===== config.mk =====
export PLATFORM = sky130hd
export DESIGN_NAME = dmem_access_ctrl
export DESIGN_NICKNAME = d
export VERILOG_FILES = /design/src/rtl/dmem_access_ctrl.sv
export SDC_FILE = /design/constraint.sdc
export NUM_CORES = 1
export LEC_CHECK = 0
export BUFFER_PORTS_ARGS = -buffer_cell sky130_fd_sc_hd__buf_4
export CORE_UTILIZATION = 48
export CTS_BUF_LIST = sky130_fd_sc_hd__clkbuf_4 sky130_fd_sc_hd__clkbuf_8
export CTS_CLUSTER_SIZE = 24
export DETAILED_ROUTE_END_ITERATION = 7
export PLACE_DENSITY = 0.8
export SLEW_MARGIN = 30
export SYNTH_ARGS = -nofsm -noshare
export SYNTH_HDL_FRONTEND = slang
export SYNTH_SLANG_ARGS = --single-unit

===== constraint.sdc =====
create_clock -name clk_i -period 4.5 [get_ports clk_i]
set_input_delay 0.9 -clock clk_i [delete_from_list [all_inputs] [get_ports clk_i]]
set_output_delay 0.9 -clock clk_i [all_outputs]
set_load 0.005 [all_outputs]

===== src/rtl/dmem_access_ctrl.sv =====
// dmem_access_ctrl
// Issues data-memory accesses from the EX/MEM pipeline register to a
// variable-latency memory that uses a req/ack handshake. The pipeline is
// frozen while an access is outstanding. Load data is returned to MEM/WB.
// Misaligned accesses and memory timeouts raise a sticky error.
//
// Flow per access: IDLE (access seen, request latched) -> REQ (request held
// until ack or timeout) -> DONE (pipeline released for one cycle) -> IDLE.
// DONE never accepts a new access because EX/MEM still shows the finished
// instruction during that cycle.

module dmem_access_ctrl #(
    parameter int ADDR_W  = 32,
    parameter int DATA_W  = 32,
    parameter int TIMEOUT = 16      // legal range 1..255
) (
    input  logic              clk_i,
    input  logic              rst_i,          // asynchronous, active-low

    // EX/MEM stage request
    input  logic              MemRead_i,
    input  logic              MemWrite_i,
    input  logic [ADDR_W-1:0] addr_i,
    input  logic [DATA_W-1:0] wdata_i,

    // Data memory handshake
    output logic              mem_req_o,
    output logic              mem_we_o,
    output logic [ADDR_W-1:0] mem_addr_o,
    output logic [DATA_W-1:0] mem_wdata_o,
    input  logic              mem_ack_i,
    input  logic [DATA_W-1:0] mem_rdata_i,

    // Pipeline side
    output logic              stall_o,
    output logic [DATA_W-1:0] rdata_o,
    output logic              rdata_valid_o,
    output logic              err_o
);

    // ------------------------------------------------------------------
    // State encoding
    // ------------------------------------------------------------------
    localparam logic [1:0] S_IDLE = 2'd0;
    localparam logic [1:0] S_REQ  = 2'd1;
    localparam logic [1:0] S_DONE = 2'd2;

    // Last REQ cycle index before the request is abandoned. The counter is
    // zero on the first REQ cycle, so matching TIMEOUT-1 keeps the request
    // up for exactly TIMEOUT cycles.
    localparam logic [7:0] CNT_LAST = 8'(TIMEOUT - 1);

    // Word accesses only: the two low address bits must be clear.
    function automatic logic is_word_aligned(input logic [1:0] lsb);
        return (lsb == 2'b00);
    endfunction

    // ------------------------------------------------------------------
    // Registers and internal wires
    // ------------------------------------------------------------------
    logic [1:0]        r_state;
    logic [1:0]        w_state_nxt;
    logic [7:0]        r_cnt;
    logic              r_we;
    logic              r_is_read;
    logic [ADDR_W-1:0] r_addr;
    logic [DATA_W-1:0] r_wdata;
    logic [DATA_W-1:0] r_rdata;
    logic              r_err;

    logic              w_access;
    logic              w_aligned;
    logic              w_in_idle;
    logic              w_in_req;
    logic              w_in_done;
    logic              w_accept;      // aligned access launched from IDLE
    logic              w_reject;      // misaligned access seen in IDLE
    logic              w_ack;         // ack qualified by REQ
    logic              w_timeout;     // timeout without ack (ack has priority)

    assign w_access  = MemRead_i | MemWrite_i;
    assign w_aligned = is_word_aligned(addr_i[1:0]);

    assign w_in_idle = (r_state == S_IDLE);
    assign w_in_req  = (r_state == S_REQ);
    assign w_in_done = (r_state == S_DONE);

    assign w_accept  = w_in_idle & w_access &  w_aligned;
    assign w_reject  = w_in_idle & w_access & ~w_aligned;
    assign w_ack     = w_in_req  & mem_ack_i;
    assign w_timeout = w_in_req  & ~mem_ack_i & (r_cnt == CNT_LAST);

    // Next-state selection for the access sequencer
    always_comb begin
        w_state_nxt = r_state;
        case (r_state)
            S_IDLE: begin
                if (w_access) begin
                    w_state_nxt = w_aligned ? S_REQ : S_DONE;
                end
            end
            S_REQ: begin
                if (w_ack || w_timeout) begin
                    w_state_nxt = S_DONE;
                end
            end
            S_DONE: begin
                w_state_nxt = S_IDLE;
            end
            default: begin
                w_state_nxt = S_IDLE;
            end
        endcase
    end

    // State register
    always_ff @(posedge clk_i or negedge rst_i) begin
        if (!rst_i) begin
            r_state <= S_IDLE;
        end else begin
            r_state <= w_state_nxt;
        end
    end

    // REQ cycle counter: counts while waiting, cleared everywhere else
    always_ff @(posedge clk_i or negedge rst_i) begin
        if (!rst_i) begin
            r_cnt <= '0;
        end else if (w_in_req) begin
            r_cnt <= r_cnt + 8'd1;
        end else begin
            r_cnt <= '0;
        end
    end

    // Request latch: address, store data and direction frozen for all of REQ
    always_ff @(posedge clk_i or negedge rst_i) begin
        if (!rst_i) begin
            r_addr  <= '0;
            r_wdata <= '0;
            r_we    <= 1'b0;
        end else if (w_accept) begin
            r_addr  <= addr_i;
            r_wdata <= wdata_i;
            r_we    <= MemWrite_i;      // a store wins if both are raised
        end
    end

    // Access type remembered for the DONE cycle (misaligned ones included)
    always_ff @(posedge clk_i or negedge rst_i) begin
        if (!rst_i) begin
            r_is_read <= 1'b0;
        end else if (w_in_idle && w_access) begin
            r_is_read <= ~MemWrite_i;
        end
    end

    // Load data: captured on a read ack, zeroed on error, otherwise held
    always_ff @(posedge clk_i or negedge rst_i) begin
        if (!rst_i) begin
            r_rdata <= '0;
        end else if (w_reject || w_timeout) begin
            r_rdata <= '0;
        end else if (w_ack && r_is_read) begin
            r_rdata <= mem_rdata_i;
        end
    end

    // Sticky error: only reset clears it
    always_ff @(posedge clk_i or negedge rst_i) begin
        if (!rst_i) begin
            r_err <= 1'b0;
        end else if (w_reject || w_timeout) begin
            r_err <= 1'b1;
        end
    end

    // Output decode; the request is a pure state decode so an asynchronous
    // reset drops it at once and any late ack lands outside REQ.
    always_comb begin
        mem_req_o     = w_in_req;
        mem_we_o      = r_we;
        mem_addr_o    = r_addr;
        mem_wdata_o   = r_wdata;
        rdata_o       = r_rdata;
        rdata_valid_o = w_in_done & r_is_read;
        err_o         = r_err;
        stall_o       = w_in_req | (w_in_idle & w_access);
    end

endmodule

---- Word-level counts from Yosys, hierarchy flattened ----
Cells that the tools add are included.
cells by class
  add/sub/neg operators ................... 1
  equality and inequality tests ........... 5
  multiplexer cells ....................... 7
  bitwise operators ....................... 12
  reduce and logical (&&, ||, !) cells .... 8
operators by type and width
  kind                                                  count
  two-way mux 32 bit                                    2
  adder 8 x 1 -> 8 bit (second input constant)          1
  equality test 8 x 4 -> 1 bit (second input constant)  1
  two-way mux 8 bit                                     1
  AND 1 bit                                             7
  two-way mux 2 bit                                     3
  logical NOT 2 bit                                     2
  case mux 2 bit (2 select lines)                       1
  NOT 1 bit                                             3
  equality test 2 x 1 -> 1 bit (second input constant)  1
  equality test 2 bit (second input constant)           1
  logical AND 1 bit                                     2
  logical OR 1 bit                                      2
  != test 2 x 1 -> 1 bit (second input constant)        1
  != test 2 bit (second input constant)                 1
  bitwise OR 1 bit                                      2
  AND reduction 2 bit                                   1
  nonzero test 2 bit                                    1
word-level totals
  register bits after elaboration ......... 109
  bits of input ports ..................... 101
  logic and storage cells ................. 41

---- Longest topological paths before layout ----
Gate-level depths: netlist of run 1.
  depth in word-level cells ............... 6
  depth in mapped cells ................... 5

---- Least setup slack after synthesis of run 1 ----
No wires, ideal clock.
  path kind ............................... in2reg
  from .................................... in MemRead_i
  to ...................................... reg r_addr[26], in the netlist mem_addr_o[26]
  arrival time ............................ 1.931 ns
  data required time ...................... 4.375 ns
  path slack .............................. 2.444 ns
  stages on the path ...................... 5
  cell sequence ........................... nor2_1 > nand3b_1 > buf_2 > buf_2 > mux2_2
on the way
  cells in the longest elaborated chain, start to end .. 3
ends and longest elaborated chain
  what                     line  RTL
  start: declaration       21    input logic MemRead_i,
  bitwise OR 1 bit         81    assign w_access = MemRead_i | MemWrite_i;
  AND 1 bit (2 in series)  88    assign w_accept = w_in_idle & w_access & w_aligned;
  end signal: assignment   143   r_addr <= addr_i;
  end: declaration         66    logic [ADDR_W-1:0] r_addr;
Every way passes these cells.
A chain may end at the register's enable or synchronous reset.

---- Final worst setup path of run 1 ----
  from .................................... reg r_state[1]
  to ...................................... out mem_req_o
on the way
  cells in the longest elaborated chain, start to end .. 1
ends and longest elaborated chain
  what                          line  RTL
  start: declaration            61    logic [1:0] r_state;
  start signal: assignment      121   r_state <= w_state_nxt;
  equality test 2 x 1 -> 1 bit  85    assign w_in_req = (r_state == S_REQ);
  end: declaration              27    output logic mem_req_o,
Every way passes these cells.

==> results of run 1 <==
## routing by layer
layer,global-route usage [%],part of all wire (%),vias up
li1,-,-,1461
met4,7.24,1.4,0
met1,26.5,40,1545
met5,0,0,-
met3,5.40,7.0,10
met2,36.5,52,126
## metrics by stage
stage	total power, mW	setup WS (ns)	std cells	cell area [sq um]	hold WS, ns
floorplan	1.71	2.44	300	4360	0.454
global placement	2.24	1.98	598	5950	0.471
detailed placement	2.29	1.98	598	5950	0.494
CTS	2.84	2.10	614	6140	0.517
global route	2.96	2.03	615	6150	0.526
finish	2.81	2.11	615	6150	0.511
## kinds of logic (layout without fill, tap and decap cells)
family	after synthesis	count (layout)	share of synthesized area (%)
and+or+nand+nor	60	60	8.76
xor gates and xnor gates	3	3	0.603
AOI/OAI and AO/OA	13	13	1.66
buffers and inverters	19	226	2.50
adders and majority gates	1	1	0.287
muxes	95	95	23.6
DFF	109	109	62.6
## worst max-delay path, delay by kind of cell, from the launching register on
family | cells | cell delay [ns]
DFF | 1 | 0.46
and+or+nand+nor | 1 | 0.42
buffers and inverters | 2 | 0.25
## synth_stat cells (all sizes together)
cell    number  area, sq um
ha           1         12.5
nor2         8         30.0
xnor2        1         8.76
nand3        3         15.0
nand4        1         6.26
o22ai        1         6.26
o31ai        1         7.51
or3          4         26.3
inv          2         7.51
clkbuf       2         7.51
and3         1         6.26
buf         15         93.8
nor4         2         27.5
xor2         2         17.5
nand2b       1         6.26
or4          1         11.3
nand3b       1         7.51
nor3        32          210
and2         3         18.8
dfrtp      109         2730
o21ai        3         15.0
o31a         1         8.76
mux2i       32          320
a21oi        7         35.0
mux2        63          709
nand2        2         7.51
nand4b       1         8.76
## final cells by class
| cell class | instances | area (sq um) |
|---|---|---|
| clock inverter | 6 | 47.5 |
| sequential | 109 | 2730 |
| tap | 108 | 135 |
| inverter | 2 | 7.51 |
| clock buffer | 10 | 138 |
| fill | 660 | 2610 |
| timing repair buffer | 208 | 1570 |
| multi-input combinational | 172 | 1530 |
## sequential cells by signal, summed over array words and instances, names as in the netlist
signal       count
r_is_read        1
mem_wdata_o     32
r_cnt            8
mem_we_o         1
mem_addr_o      32
r_state          2
err_o            1
rdata_o         32
## power breakdown
part           leakage (nW)  total [mW]  switching [mW]  internal, mW
Clock                0.0928       0.545           0.325         0.221
Combinational          1.78       0.877           0.308         0.568
Sequential             1.38        1.38           0.146          1.24
Total                  3.25        2.81           0.779          2.03
## worst paths after layout
path,startpoint,cells past startpoint,to
setup reg to reg,r_state[1],5,rdata_o[28]
min in group asynchronous,rst_i,1,mem_addr_o[27]
hold reg to reg,mem_addr_o[0],1,mem_addr_o[0]
hold / removal,mem_addr_o[0],1,mem_addr_o[0]
max in group asynchronous,rst_i,2,rdata_o[1]
setup / recovery,r_state[1],3,mem_req_o
==> impl_metrics.yaml, run 1 <==
die:
  die_height_um: 97.3
  die_w_um: 97.3
  die-area_sq_um: 9470
  core_area_sq_um: 8760
  start_util_pct: 49.7
  floorplan.rows: 34
  design.portCount: 202
grt:
  maximum_number_of_pins_on_one_net_before_global_route_repair: 79
  grtUsageTotal_pct: 21.3
  first_global_vias: 3282
  grt.overflow.total: 0
  grt_antenna_before_repair: 0
  grt_first_pass_wirelength_um: 16000
cts:
  clkSinkCount: 109
  clkSlewWorstSetupHoldPaths_ns: 0.11
  cts_root_buf: "sky130_fd_sc_hd__clkbuf_8"
  clock_insertion_delay_worst_skew_ns: 0.35
  post_cts.repair.setup_buffers: 0
  cts_inserted_buffers: 9
  max-clock-path-buffers: 2
  ctsResizeCount: 0
  h-tree-depth: 3
  cts_tree: "yes"
  cts-hold-fix-buffers: 0
layout:
  most_common_library_cell_in_the_layout_ignoring_fill_and_taps: "sky130_fd_sc_hd__buf_4"
  synthToLayoutAreaGrowth_pct: 41.1
  number_of_nets_in_the_layout: 604
  layout-drive-gt1-share_pct: 59.4
  mostFrequentLayoutCells: "207 x sky130_fd_sc_hd__buf_4, 109 x sky130_fd_sc_hd__dfrtp_1, 63 x sky130_fd_sc_hd__mux2_2"
  final_core_utilization_pct: 70.2
  num_antenna_cells: 0
setup_path:
  setup.reg_to_reg.worst_slack_ns: 2.31
  critical_path.slowest_cell: "sky130_fd_sc_hd__dfrtp_1"
  worst-endpoint-arrival_ns: 1.49
  cp_data_required_time_ns: 3.60
  crit_type: "flop to output port"
  critical-path-max-stage-delay_ns: 0.46
  critical_path_peak_fanout: 10
  path_cells: "nand2b_1, inv_1, buf_4"
  end_kind: "output port"
  start_kind: "flop"
power_and_ir_drop:
  cellPowerDensity_nw_per_um2: 456
  peakVddDrop_mv: 0.317
  leakage_nw: 3.25
placed_design:
  global_placement_routability_congestion: 0.789
  hpwlAfterDp_um: 7430
  place.port_buffers: 201
routing:
  sum_of_routed_wire_length_over_all_layers_um: 9930
  drcViolationCount: 0
  dr.first_iter.drc_count: 117
  detail_route.first_pass.iterations: 4
  detail_route.vias_per_cell: 5.11
  wl_per_cell_um: 16.1
  route.antenna.remaining_nets: 0
  vias: 3142
sta:
  timing_max_transition_violations_final: 0
  final_tns_setup_ns: 0
  finalSetupViolations: 0
  final_period_minus_worst_setup_slack_ns: 2.39
  setup_repair_after_global_routing_missed_its_margin: "no"
  max_clock_freq_mhz: 419
  min_period_over_period_pct: 53.1
  tightest_slew_ns: 0.726
  timing_hold_violations_final: 0
  slew_headroom_pct: 51.6
  finClkSkew_ns: 0.0121
synthesis:
  syn_area_sq_um: 4360
  cell_variety_after_synth: 31
  synth_cells: 300
  ys_warn_count: 0
  ys_seq_area_share_pct: 62.6
  post_synth.cell_area_avg_sq_um: 14.5
  synth_nets: 402
  total_of_flip_flops_plus_latches_after_synthesis: 109
flow_run:
  maxcap_viol_count: 0
outcome:
  outcome: "completed"
min_path:
  hold_path.class: "flop to flop"
No activity file was read; power rests on OpenSTA's default activity.
==> run 2, diff against run 1 <==
--- a/config.mk
+++ b/config.mk
@@ -5,12 +5,13 @@
 export SDC_FILE = /design/constraint.sdc
 export NUM_CORES = 1
 export LEC_CHECK = 0
+export ABC_AREA = 1
 export BUFFER_PORTS_ARGS = -buffer_cell sky130_fd_sc_hd__buf_4
-export CORE_UTILIZATION = 48
+export CORE_UTILIZATION = 44
 export CTS_BUF_LIST = sky130_fd_sc_hd__clkbuf_4 sky130_fd_sc_hd__clkbuf_8
 export CTS_CLUSTER_SIZE = 24
 export DETAILED_ROUTE_END_ITERATION = 7
-export PLACE_DENSITY = 0.8
+export PLACE_DENSITY = 0.76
 export SLEW_MARGIN = 30
 export SYNTH_ARGS = -nofsm -noshare
 export SYNTH_HDL_FRONTEND = slang
==> constraint.sdc (replaced) <==
create_clock -name clk_i -period 2.1 [get_ports clk_i]
set_input_delay 0.42 -clock clk_i [delete_from_list [all_inputs] [get_ports clk_i]]
set_output_delay 0.42 -clock clk_i [all_outputs]
set_load 0.005 [all_outputs]
==> impl_metrics.yaml, run 2 <==
power_and_ir_drop:
  leakage_nw: 3.59
  p_seq_share_pct: 45.5
  pwr-share-clk_pct: 16.7
  combPwrFrac_pct: 37.8
  peakVddDrop_mv: 0.652
  power_switching_share_pct: 34.6
  p_sw_mw: 2.50
  cellPowerDensity_nw_per_um2: 1130
  fin_total_pwr_mw: 7.22
  internal_power_mw: 4.72
setup_path:
  worstReg2RegStart: "r_state[1]"
  critical_path_peak_fanout: 5
  path_cells: "inv_2, nand2_2, o21ai_0, buf_4"
  worst-endpoint-arrival_ns: 1.30
  crit_type: "flop to output port"
  path_delay_family: "flip-flops"
  critical-path-max-stage-delay_ns: 0.45
  start_kind: "flop"
  cp_data_required_time_ns: 1.68
  critical_path.slowest_cell: "sky130_fd_sc_hd__dfrtp_1"
  critPathLaunch: "r_state[1]"
  crit_buf_inv: 2
  end_kind: "output port"
die:
  core_area_sq_um: 10300
  floorplan.rows: 37
  die_height_um: 105
  design.portCount: 202
  die-area_sq_um: 11000
  die_w_um: 105
  start_util_pct: 45.2
synthesis:
  syn_area_sq_um: 4640
  synth_async_sr_flop_share_pct: 100
  synth_nets: 659
  synthSimpleGateAreaFrac_pct: 31.9
  cell_variety_after_synth: 17
  total_of_flip_flops_plus_latches_after_synthesis: 109
  post_synth_xor_area_fraction_pct: 0
  synth-edff-count: 0
  post_synth_main_area_contributors: "sky130_fd_sc_hd__dfrtp_1 59%, sky130_fd_sc_hd__nand2_1 19%, sky130_fd_sc_hd__nand3_1 7.2%"
  post_synth.cell_area_avg_sq_um: 8.33
  post-synth-top-area-cell: "sky130_fd_sc_hd__dfrtp_1"
  yosys.area.top_type_share_pct: 58.8
  most_common_cell_in_the_synthesized_netlist: "sky130_fd_sc_hd__nand2_1"
  ys_warn_count: 0
  synth_compound_gate_area_share_pct: 1.29
  combinational_family_with_the_most_area_after_synthesis: "simple AND/OR/NAND/NOR gates"
  synth_cells: 557
  ys_top_cells_by_count: "238 x sky130_fd_sc_hd__nand2_1, 109 x sky130_fd_sc_hd__dfrtp_1, 67 x sky130_fd_sc_hd__nand3_1"
  ys_seq_area_share_pct: 58.8
  synthAdderAreaFrac_pct: 0.270
  synth.area.mux_share_pct: 0
  synth_top_flop_cell: "sky130_fd_sc_hd__dfrtp_1"
layout:
  layout-drive-gt1-share_pct: 33.1
  final_core_utilization_pct: 62.4
  mostFrequentLayoutCells: "238 x sky130_fd_sc_hd__nand2_1, 207 x sky130_fd_sc_hd__buf_4, 109 x sky130_fd_sc_hd__dfrtp_1"
  num_antenna_cells: 0
  design_area_final_sq_um: 6410
  number_of_nets_in_the_layout: 850
  most_common_library_cell_in_the_layout_ignoring_fill_and_taps: "sky130_fd_sc_hd__nand2_1"
  synthToLayoutAreaGrowth_pct: 38.1
sta:
  max_clock_freq_mhz: 582
  finalSetupViolations: 0
  setup_repair_after_global_routing_missed_its_margin: "no"
  final_period_minus_worst_setup_slack_ns: 1.72
  timing_hold_violations_final: 0
  final_tns_setup_ns: 0
  timing_max_transition_violations_final: 0
  fin_hold_ws_ns: 0.242
  slew_headroom_pct: 55.3
  min_period_over_period_pct: 81.9
  tightest_slew_ns: 0.669
  finClkSkew_ns: 0.0131
cts:
  h-tree-depth: 3
  cts_inserted_buffers: 9
  max-clock-path-buffers: 2
  post_cts.repair.setup_buffers: 0
  cts-hold-fix-buffers: 1
  clock_insertion_delay_worst_skew_ns: 0.36
  ctsResizeCount: 0
  cts_root_buf: "sky130_fd_sc_hd__clkbuf_8"
  clkSlewWorstSetupHoldPaths_ns: 0.10
  cts_tree: "yes"
  clkSinkCount: 109
outcome:
  outcome: "completed"
min_path:
  hold_path.startpoint: "MemWrite_i"
  hold_path.class: "primary input to flop"
grt:
  grt_first_pass_wirelength_um: 18900
  maximum_number_of_pins_on_one_net_before_global_route_repair: 65
  grt.overflow.total: 0
  grtUsageTotal_pct: 21.6
  grt_antenna_before_repair: 0
  first_global_vias: 4031
routing:
  detail_route.vias_per_cell: 4.71
  wl_per_cell_um: 13.2
  drcViolationCount: 0
  met2_length_um: 5500
  route.antenna.remaining_nets: 0
  vias: 4184
  total_length_of_routed_met3_wires_um: 920
  met1_length_um: 5080
  detail_route.first_pass.iterations: 6
  dr.first_iter.drc_count: 289
  sum_of_routed_wire_length_over_all_layers_um: 11800
  top_layer: "met4"
placed_design:
  place.port_buffers: 201
  global_placement_routability_congestion: 0.798
  hpwlAfterDp_um: 8440
  dpl_cell_area_sq_um: 6210
flow_run:
  maxcap_viol_count: 0
[run 2: power groups by stage]
stage / Clock (mW) / Sequential (mW) / Combinational [mW]
after detailed placement: 0 / 3.30 / 2.78
after floorplan: 0 / 3.31 / 1.18
after global routing: 1.34 / 3.38 / 3.05
final: 1.21 / 3.28 / 2.73
after global placement: 0 / 3.29 / 2.70
after CTS: 1.24 / 3.29 / 2.77
[run 2: final cells by class]
class / count / area, sq um
Inverter: 42 / 158
Clock buffer: 11 / 145
Fill cell: 908 / 3870
Clock inverter: 5 / 43.8
Tap cell: 136 / 170
Timing Repair Buffer: 210 / 1600
Multi-Input combinational cell: 376 / 1560
Sequential cell: 109 / 2730
[run 2: worst reg2reg max path: stages (launching register included)]
cell and delay, ns:
sky130_fd_sc_hd__dfrtp_1 0.45, sky130_fd_sc_hd__inv_2 0.09, sky130_fd_sc_hd__nand2_2 0.10, sky130_fd_sc_hd__nor2_4 0.53, sky130_fd_sc_hd__nand2_1 0.13, sky130_fd_sc_hd__nand2_1 0.11
sky130_fd_sc_hd__clkinv_1 0.06, sky130_fd_sc_hd__nor2_1 0.09
[run 2: metrics by stage]
stage | instances | worst slack (ns)
2_1_floorplan | 557 | 0.867
3_3_place_gp | 872 | 0.520
3_5_place_dp | 872 | 0.453
4_1_cts | 889 | 0.384
5_1_grt | 889 | 0.303
6_report | 889 | 0.381
[run 2: cells by family (layout without fill, tap and decap cells)]
kind of cell / Yosys count / count (layout)
and+or+nand+nor: 363 / 363
DFF: 109 / 109
buffers and inverters: 72 / 268
AOI/OAI and AO/OA: 12 / 12
adders and majority gates: 1 / 1
[run 2: final timing paths]
check | to | slack (ns) | depth (start not counted)
setup / recovery | stall_o | 0.38 | 4
hold / removal | r_is_read | 0.24 | 2
setup reg to reg | rdata_o[14] | 0.49 | 7
hold reg to reg | r_cnt[0] | 0.47 | 1
max in group asynchronous | mem_addr_o[3] | 1.10 | 3
min in group asynchronous | rdata_o[27] | 0.44 | 2
[run 2: layer usage]
| layer | up-vias | track usage, % |
|---|---|---|
| li1 | 2071 | - |
| met2 | 170 | 34.2 |
| met4 | 0 | 7.65 |
| met1 | 1924 | 28.4 |
| met5 | - | 0 |
| met3 | 19 | 6.18 |
==> run 3, diff against run 2 <==
==> constraint.sdc (replaced) <==
create_clock -name clk_i -period 1.49 [get_ports clk_i]
set_input_delay 0.298 -clock clk_i [delete_from_list [all_inputs] [get_ports clk_i]]
set_output_delay 0.298 -clock clk_i [all_outputs]
set_load 0.005 [all_outputs]
==> impl_metrics.yaml, run 3 (same netlist as run 2, synthesis figures left out) <==
sta:
  final_tns_setup_ns: 0
  final_period_minus_worst_setup_slack_ns: 1.45
  max_clock_freq_mhz: 690
  timing_max_transition_violations_final: 0
  timing_hold_violations_final: 0
  min_period_over_period_pct: 97.3
  setup_repair_after_global_routing_missed_its_margin: "yes"
  tightest_slew_ns: 0.467
  finalSetupViolations: 0
  slew_headroom_pct: 68.8
  fin_hold_ws_ns: 0.144
  finClkSkew_ns: 0.00849
cts:
  cts_inserted_buffers: 9
  h-tree-depth: 3
  cts_root_buf: "sky130_fd_sc_hd__clkbuf_8"
  clkSinkCount: 109
  cts_tree: "yes"
  max-clock-path-buffers: 2
  clock_insertion_delay_worst_skew_ns: 0.36
  clkSlewWorstSetupHoldPaths_ns: 0.10
grt:
  grtUsageTotal_pct: 21.8
  first_global_vias: 3947
  grt_antenna_before_repair: 0
  use_met1_pct: 28.3
  gr-max-usage-layer: "met2"
  global_route.usage.met2_pct: 34.6
  global_route.usage.met3_pct: 5.93
  grt.overflow.total: 0
  grt_first_pass_wirelength_um: 19000
  maximum_number_of_pins_on_one_net_before_global_route_repair: 72
die:
  floorplan.rows: 37
  die-area_sq_um: 11000
  start_util_pct: 45.2
  die_height_um: 105
  design.portCount: 202
  core_area_sq_um: 10300
  die_w_um: 105
min_path:
  hold_path.class: "primary input to flop"
power_and_ir_drop:
  pwr-share-clk_pct: 16.6
  combPwrFrac_pct: 39.1
  power_switching_share_pct: 33.5
  internal_power_mw: 6.95
  p_seq_share_pct: 44.3
  p_sw_mw: 3.50
  leakage_nw: 3.65
  cellPowerDensity_nw_per_um2: 1590
  peakVddDrop_mv: 0.963
layout:
  synthToLayoutAreaGrowth_pct: 41.3
  num_antenna_cells: 0
  most_common_library_cell_in_the_layout_ignoring_fill_and_taps: "sky130_fd_sc_hd__nand2_1"
  number_of_nets_in_the_layout: 857
  mostFrequentLayoutCells: "237 x sky130_fd_sc_hd__nand2_1, 207 x sky130_fd_sc_hd__buf_4, 108 x sky130_fd_sc_hd__dfrtp_1"
  layout-drive-gt1-share_pct: 34.3
routing:
  wl_per_cell_um: 13.1
  drcViolationCount: 0
  route.antenna.remaining_nets: 0
  detail_route.vias_per_cell: 4.74
  dr.first_iter.drc_count: 229
  sum_of_routed_wire_length_over_all_layers_um: 11800
  vias: 4238
  detail_route.first_pass.iterations: 6
setup_path:
  critical_path_peak_fanout: 3
  crit_type: "flop to output port"
  cp_data_required_time_ns: 1.19
  start_kind: "flop"
  worst-endpoint-arrival_ns: 1.15
  end_kind: "output port"
placed_design:
  place.port_buffers: 201
  global_placement_routability_congestion: 0.772
  hpwlAfterDp_um: 8270
outcome:
  outcome: "completed"
flow_run:
  maxcap_viol_count: 0
## run 3: worst paths after layout
path,from,to,slack (ns),cells after the start
worst max-delay path,r_state[1],stall_o,0.04,3
worst min-delay path,MemWrite_i,r_is_read,0.14,2
worst max register to register,r_state[0],rdata_o[26],0.10,7
worst min register to register,mem_wdata_o[26],mem_wdata_o[26],0.48,2
max in group asynchronous,rst_i,mem_addr_o[12],0.57,3
min in group asynchronous,rst_i,err_o,0.52,3
## run 3: power by group through the flow
stage          Clock [mW]  Sequential (mW)  Combinational (mW)
2_1_floorplan           0             4.67                1.66
3_3_place_gp            0             4.62                3.92
3_5_place_dp            0             4.64                4.04
4_1_cts              1.80             4.63                4.06
5_1_grt              1.94             4.76                4.54
6_report             1.74             4.63                4.09
## run 3: per-layer routing
metal	wire, um	vias up	share of wire, %
met5	0	-	0
met4	209	0	1.8
met3	1040	18	8.8
met2	5620	179	48
met1	4900	1949	42
li1	-	2092	-
## run 3: final cells by class
type                    instances  area (sq um)
clock buffers                  11           139
clock inverters                 4          50.0
well taps                     136           170
inverters                      42           158
repair buffers                217          1740
flip-flops and latches        109          2730
multi-input cells             376          1580
fillers                       878          3720
## run 3: critical path, stage by stage (launching register included)
cell and delay (ns):
sky130_fd_sc_hd__dfrtp_1 0.41, sky130_fd_sc_hd__buf_6 0.14, sky130_fd_sc_hd__o21ai_2 0.12, sky130_fd_sc_hd__buf_4 0.13
## run 3: repair_timing
item / 4_1_cts / 5_1_grt
hold endpoints to repair: 71 / 0
hold buffers: 1 / 0
setup endpoints to repair: 3 / 68
cloned: 0 / 1
setup buffers: 1 / 1
resized for setup: 5 / 6
pin swaps: 3 / 2
## run 3: stage by stage
step	std cells	worst slack (ns)	utilization (%)	power, mW	instance area, sq um
global placement	876	0.102	61.2	8.54	6290
finish	895	0.0404	63.8	10.5	6560
CTS	893	-0.00708	63.4	10.5	6510
global route	895	-0.00313	63.8	11.2	6560
detailed placement	876	0.0342	61.2	8.68	6290
floorplan	557	0.262	-	6.34	4640
